## config.mk

```make
export PLATFORM = sky130hd
export DESIGN_NAME = pad_spi_regs
export DESIGN_NICKNAME = d
export VERILOG_FILES = /design/src/rtl/pad_spi_regs.sv
export SDC_FILE = /design/constraint.sdc
export NUM_CORES = 1
export LEC_CHECK = 0
export CORE_MARGIN = 5
export CORE_UTILIZATION = 40
export CTS_CLUSTER_DIAMETER = 60
export CTS_CLUSTER_SIZE = 24
export DETAILED_ROUTE_END_ITERATION = 7
export PLACE_DENSITY_LB_ADDON = 0.12
export SETUP_SLACK_MARGIN = 0.15
export SLEW_MARGIN = 20
export SYNTH_ARGS = -nofsm -noshare
export SYNTH_HDL_FRONTEND = slang
export SYNTH_SLANG_ARGS = --single-unit
```

## constraint.sdc

```tcl
create_clock -name clk -period 3 [get_ports clk]
set_input_delay 0.6 -clock clk [delete_from_list [all_inputs] [get_ports clk]]
set_output_delay 0.6 -clock clk [all_outputs]
set_load 0.01 [all_outputs]
```

## src/rtl/pad_spi_regs.sv

```systemverilog
// Oversampled 3-wire serial register interface between the padframe inputs and the core.
// A 16-bit frame (RW, ADDR[6:0], DATA[7:0]) drives the OUT/DIR registers or reads back via MISO.
module pad_spi_regs #(
  parameter logic [7:0] ID_VALUE = 8'hA5
) (
  input  logic        clk,
  input  logic        reset,
  input  logic [7:0]  in,
  output logic [7:0]  out,
  output logic [15:0] oeb,
  output logic        miso,
  output logic        miso_oeb
);

  typedef enum logic [1:0] {
    IDLE = 2'd0,
    CMD  = 2'd1,
    DATA = 2'd2,
    DONE = 2'd3
  } state_e;

  // Synchronizer reset value: SCK low, CSB high, everything else low.
  localparam logic [7:0] IN_RST = 8'h04;

  logic [7:0] in_s1_q, in_s1_d;
  logic [7:0] in_s2_q, in_s2_d;
  logic [7:0] in_a_q, in_a_d;
  logic       rise_q, rise_d;
  logic       fall_q, fall_d;
  logic [1:0] vld_q, vld_d;
  logic       armed_q, armed_d;
  logic       miso_oeb_q, miso_oeb_d;
  state_e     state_q, state_d;
  logic [2:0] cnt_q, cnt_d;
  logic [7:0] shift_q, shift_d;
  logic       rw_q, rw_d;
  logic [6:0] addr_q, addr_d;
  logic [7:0] tx_q, tx_d;
  logic [7:0] out_q, out_d;
  logic [7:0] dir_q, dir_d;
  logic       miso_q, miso_d;
  logic [7:0] byte_s;
  logic [7:0] rdata_s;

  always_comb begin
    in_s1_d    = in;
    in_s2_d    = in_s1_q;
    // in_a_q is the aligned copy seen by the FSM in the same cycle as the edge pulses
    in_a_d     = in_s2_q;
    rise_d     = in_s2_q[0] & ~in_a_q[0];
    fall_d     = ~in_s2_q[0] & in_a_q[0];
    vld_d      = {vld_q[0], 1'b1};
    // Only accept a frame after a genuine post-reset CSB high has been observed
    armed_d    = armed_q | (vld_q[1] & in_s2_q[2]);
    miso_oeb_d = in_s2_q[2];

    state_d = state_q;
    cnt_d   = cnt_q;
    shift_d = shift_q;
    rw_d    = rw_q;
    addr_d  = addr_q;
    tx_d    = tx_q;
    out_d   = out_q;
    dir_d   = dir_q;
    miso_d  = miso_q;

    byte_s  = {shift_q[6:0], in_a_q[1]};
    rdata_s = 8'h00;
    if (byte_s[6:2] == 5'd0) begin
      case (byte_s[1:0])
        2'd0:    rdata_s = out_q;
        2'd1:    rdata_s = dir_q;
        2'd2:    rdata_s = in_a_q;
        2'd3:    rdata_s = ID_VALUE;
        default: rdata_s = 8'h00;
      endcase
    end

    if (in_a_q[2]) begin
      state_d = IDLE;
      cnt_d   = 3'd0;
      miso_d  = 1'b0;
    end else begin
      case (state_q)
        IDLE: begin
          miso_d = 1'b0;
          cnt_d  = 3'd0;
          if (armed_q) begin
            state_d = CMD;
          end
        end
        CMD: begin
          if (rise_q) begin
            shift_d = byte_s;
            cnt_d   = cnt_q + 3'd1;
            if (cnt_q == 3'd7) begin
              rw_d    = byte_s[7];
              addr_d  = byte_s[6:0];
              tx_d    = rdata_s;
              state_d = DATA;
            end
          end
        end
        DATA: begin
          if (rise_q) begin
            shift_d = byte_s;
            cnt_d   = cnt_q + 3'd1;
            if (cnt_q == 3'd7) begin
              if (rw_q && (addr_q[6:2] == 5'd0)) begin
                case (addr_q[1:0])
                  2'd0:    out_d = byte_s;
                  2'd1:    dir_d = byte_s;
                  default: out_d = out_q;
                endcase
              end
              state_d = DONE;
              miso_d  = 1'b0;
            end
          end else if (fall_q && !rw_q) begin
            miso_d = tx_q[7];
            tx_d   = {tx_q[6:0], 1'b0};
          end
        end
        DONE:    miso_d = 1'b0;
        default: state_d = IDLE;
      endcase
    end
  end

  always_ff @(posedge clk) begin
    if (reset) begin
      in_s1_q    <= IN_RST;
      in_s2_q    <= IN_RST;
      in_a_q     <= IN_RST;
      rise_q     <= 1'b0;
      fall_q     <= 1'b0;
      vld_q      <= 2'b00;
      armed_q    <= 1'b0;
      miso_oeb_q <= 1'b1;
      state_q    <= IDLE;
      cnt_q      <= 3'd0;
      shift_q    <= 8'h00;
      rw_q       <= 1'b0;
      addr_q     <= 7'd0;
      tx_q       <= 8'h00;
      out_q      <= 8'h00;
      dir_q      <= 8'h00;
      miso_q     <= 1'b0;
    end else begin
      in_s1_q    <= in_s1_d;
      in_s2_q    <= in_s2_d;
      in_a_q     <= in_a_d;
      rise_q     <= rise_d;
      fall_q     <= fall_d;
      vld_q      <= vld_d;
      armed_q    <= armed_d;
      miso_oeb_q <= miso_oeb_d;
      state_q    <= state_d;
      cnt_q      <= cnt_d;
      shift_q    <= shift_d;
      rw_q       <= rw_d;
      addr_q     <= addr_d;
      tx_q       <= tx_d;
      out_q      <= out_d;
      dir_q      <= dir_d;
      miso_q     <= miso_d;
    end
  end

  assign out      = out_q;
  assign oeb      = {~dir_q, 8'hFF};
  assign miso     = miso_q;
  assign miso_oeb = miso_oeb_q;

endmodule

```

==> impl_results.md <==
* Num CTS Buffers at 9
* Synth Register Bits at 74
* Nets at 337
* MaxCap Viol Count at 0
* Area leader, netlist: dfxtp_1
* Critical Path Fanout Max at 7
* Final min period at 2.03 ns
* Share of post-route cells with drive strength above 1 at 9.51%
* Final Util at 47.7%
* Tightest Pin Transition at 0.778 ns
* Clk root buf: clkbuf_8
* Worst Setup Start Kind: flip-flop
* Max_slew headroom at 48.0%
* Routability congestion estimate from global placement at 0.770
* Ant. Diodes at 0
* Top Ports at 36
* Critical Path End Type: flip-flop
* Peak Freq at 492 MHz
* Synth Instances at 298
* Post-synthesis sequential area ratio at 50.8%
* DPL Wire Length at 3710 um
* Gr usage total at 13.2%
* Area growth from synthesis to layout at 17.3%
* 1st-pass router iterations at 4
* Clock transition at path regs at 0.07 ns
* Power Total at 1.81 mW
* Pwr Density at 528 nW/um2
* CTS tree: built
* Post-CTS Setup Repair Bufs at 0
* Sink Count at 74
* Leak Pwr at 1.44 nW
* Antenna violations before repair at 0
* RSZ-0062 raised after global routing: false
* Crit path required time at 3.26 ns
* Initial core utilization at 40.6%
* Pin count of the biggest net entering global routing at 33
* R2r setup slk at 0.97 ns
* Post-DRT Antenna Nets at 0
* Hold buffers post-CTS at 0
* Crit Path Class: flip-flop to flip-flop
* Vias in the first global route at 1809
* Initial DRC Count at 94
* Global-route wire length before repair at 9100 um
* Routed wire length at 5530 um
* Status: finished clean
* Die Wd at 95.4 um
* CP arrival at 2.30 ns
* Max Clock Skew at 0.00989 ns
* PortBufs at 27
* Worst skew pair latency at 0.34 ns
* Share of Yosys cell area claimed by the top area cell type at 50.8%
* Synth Area per Inst at 9.78 um2
* Max-slew violations at 0
* FP Rows at 31
* Worst vdd ir at 243 uV
* Cell Area, Synth at 2920 um2
* H-Tree Depth at 3
* CTS Buffer Depth at 2
* Yosys cell types at 41
* Residual DRC count at 0
* Period utilization at 67.8%
* Placed cells at 409
* Total number of vias at 1996
* Via-to-Cell Ratio at 4.70
* Die footprint at 9100 um2
* Ranking of synthesized cells by area: dfxtp_1 (51%), mux2i_1 (11%), nor2b_1 (5.8%)
* Core ar. at 7180 um2
* WL per Instance at 13.0 um
* Fin cells at 425
* Synth Warn # at 0
* Die H at 95.4 um
* Final worst setup slack at 0.967 ns
* Hold Vio Cnt, Final at 0
* # resized after CTS at 0
* HP Class: flip-flop to flip-flop
* Total negative setup slack at 0 ns
* GR Overflow Total at 0
* Final Setup Violations at 0
* DP Worst Slack at 1.00 ns
==> cell type report <==
cell class,count,area [um2]
Fill cell,711,3760
Sequential cell,74,1480
Multi-Input combinational cell,196,1290
Timing Repair Buffer,29,280
Clock buffer,15,196
Tap cell,99,124
Inverter,11,41.3
Clock inverter,1,5.00
==> worst max-delay path, stage by stage, from the launching register on <==
cell,delay [ns]
dfxtp_1,0.36
inv_1,0.08
ha_1,0.27
or2_1,0.27
o32ai_1,0.69
o21ai_0,0.17
nor2_1,0.12
==> placed cells by master (no fill, tap or decap), types with 5 or more instances in the layout <==
cell              n
clkbuf_8         14
dfxtp_1          74
ha_1              6
inv_1            11
a21oi_1          11
nand2_1          18
or2_2             5
nor2_1           38
o21ai_0          13
nor2b_1          27
conb_1            8
clkdlybuf4s50_1  26
a221oi_1          7
mux2i_1          31
==> cell families (layout without fill, tap and decap cells) <==
group                      Yosys count  after routing  synth area share (%)
adders and majority gates            6              6                  2.58
other                                1              8                 0.129
DFF                                 74             74                  50.8
muxes                               32             32                  11.0
AOI/OAI and AO/OA                   43             43                  10.0
and+or+nand+nor                    107            107                  19.6
buffers and inverters               35             56                  5.79
==> layer usage <==
metal / vias to the layer above / global-route usage, % / part of all wire (%)
met5: - / 0 / 0
met4: 0 / 7.70 / 1.2
met3: 6 / 3.08 / 4.6
met2: 45 / 18.0 / 44
met1: 912 / 19.0 / 50
li1: 1033 / - / -
==> cells in the mapped netlist, drive strengths merged <==
| cell type | number |
|---|---|
| nand4 | 1 |
| nor3b | 1 |
| o31ai | 1 |
| nand3 | 1 |
| and2 | 1 |
| dfxtp | 74 |
| and3b | 2 |
| nand2b | 3 |
| a21oi | 11 |
| conb | 1 |
| ha | 6 |
| o32ai | 1 |
| or2 | 6 |
| o21ai | 14 |
| a221oi | 7 |
| nor2 | 38 |
| a2bb2oi | 1 |
| mux2i | 31 |
| nor3 | 3 |
| o32a | 1 |
| a211oi | 1 |
| inv | 11 |
| nor4 | 1 |
| clkbuf | 9 |
| nand4b | 2 |
| o41ai | 1 |
| buf | 15 |
| or4 | 2 |
| nand2 | 18 |
| a32oi | 2 |
| nor2b | 27 |
| mux2 | 1 |
| o2bb2ai | 3 |
| and4bb | 1 |
==> state kept, by name (all words and copies together) (netlist names), 3 cells and up <==
name	count
in_a_d	8
out	8
tx_q	8
cnt_q	3
in_a_q	8
in_s1_q	8
shift_q	7
dir_q	8
addr_q	7
==> report_power, final <==
group / internal (mW) / switching, mW
Clock: 0.413 / 0.341
Sequential: 0.997 / 0.00717
Combinational: 0.0223 / 0.0249
==> per-stage QoR <==
stage          hold WS (ns)  area (um2)
6_report              0.409        3420
5_1_grt               0.419        3420
4_1_cts               0.411        3420
3_5_place_dp          0.398        3220
3_3_place_gp          0.395        3220
2_1_floorplan         0.388        2940
==> worst paths after layout <==
kind / endpoint / start / depth (start not counted)
worst max-delay path: tx_q[2] / state_q[1] / 6
worst min register to register: fall_q / in_a_d[0] / 1
worst min-delay path: fall_q / in_a_d[0] / 1
worst max register to register: tx_q[2] / state_q[1] / 6
Note: power is estimated with default switching activity, not from simulation.
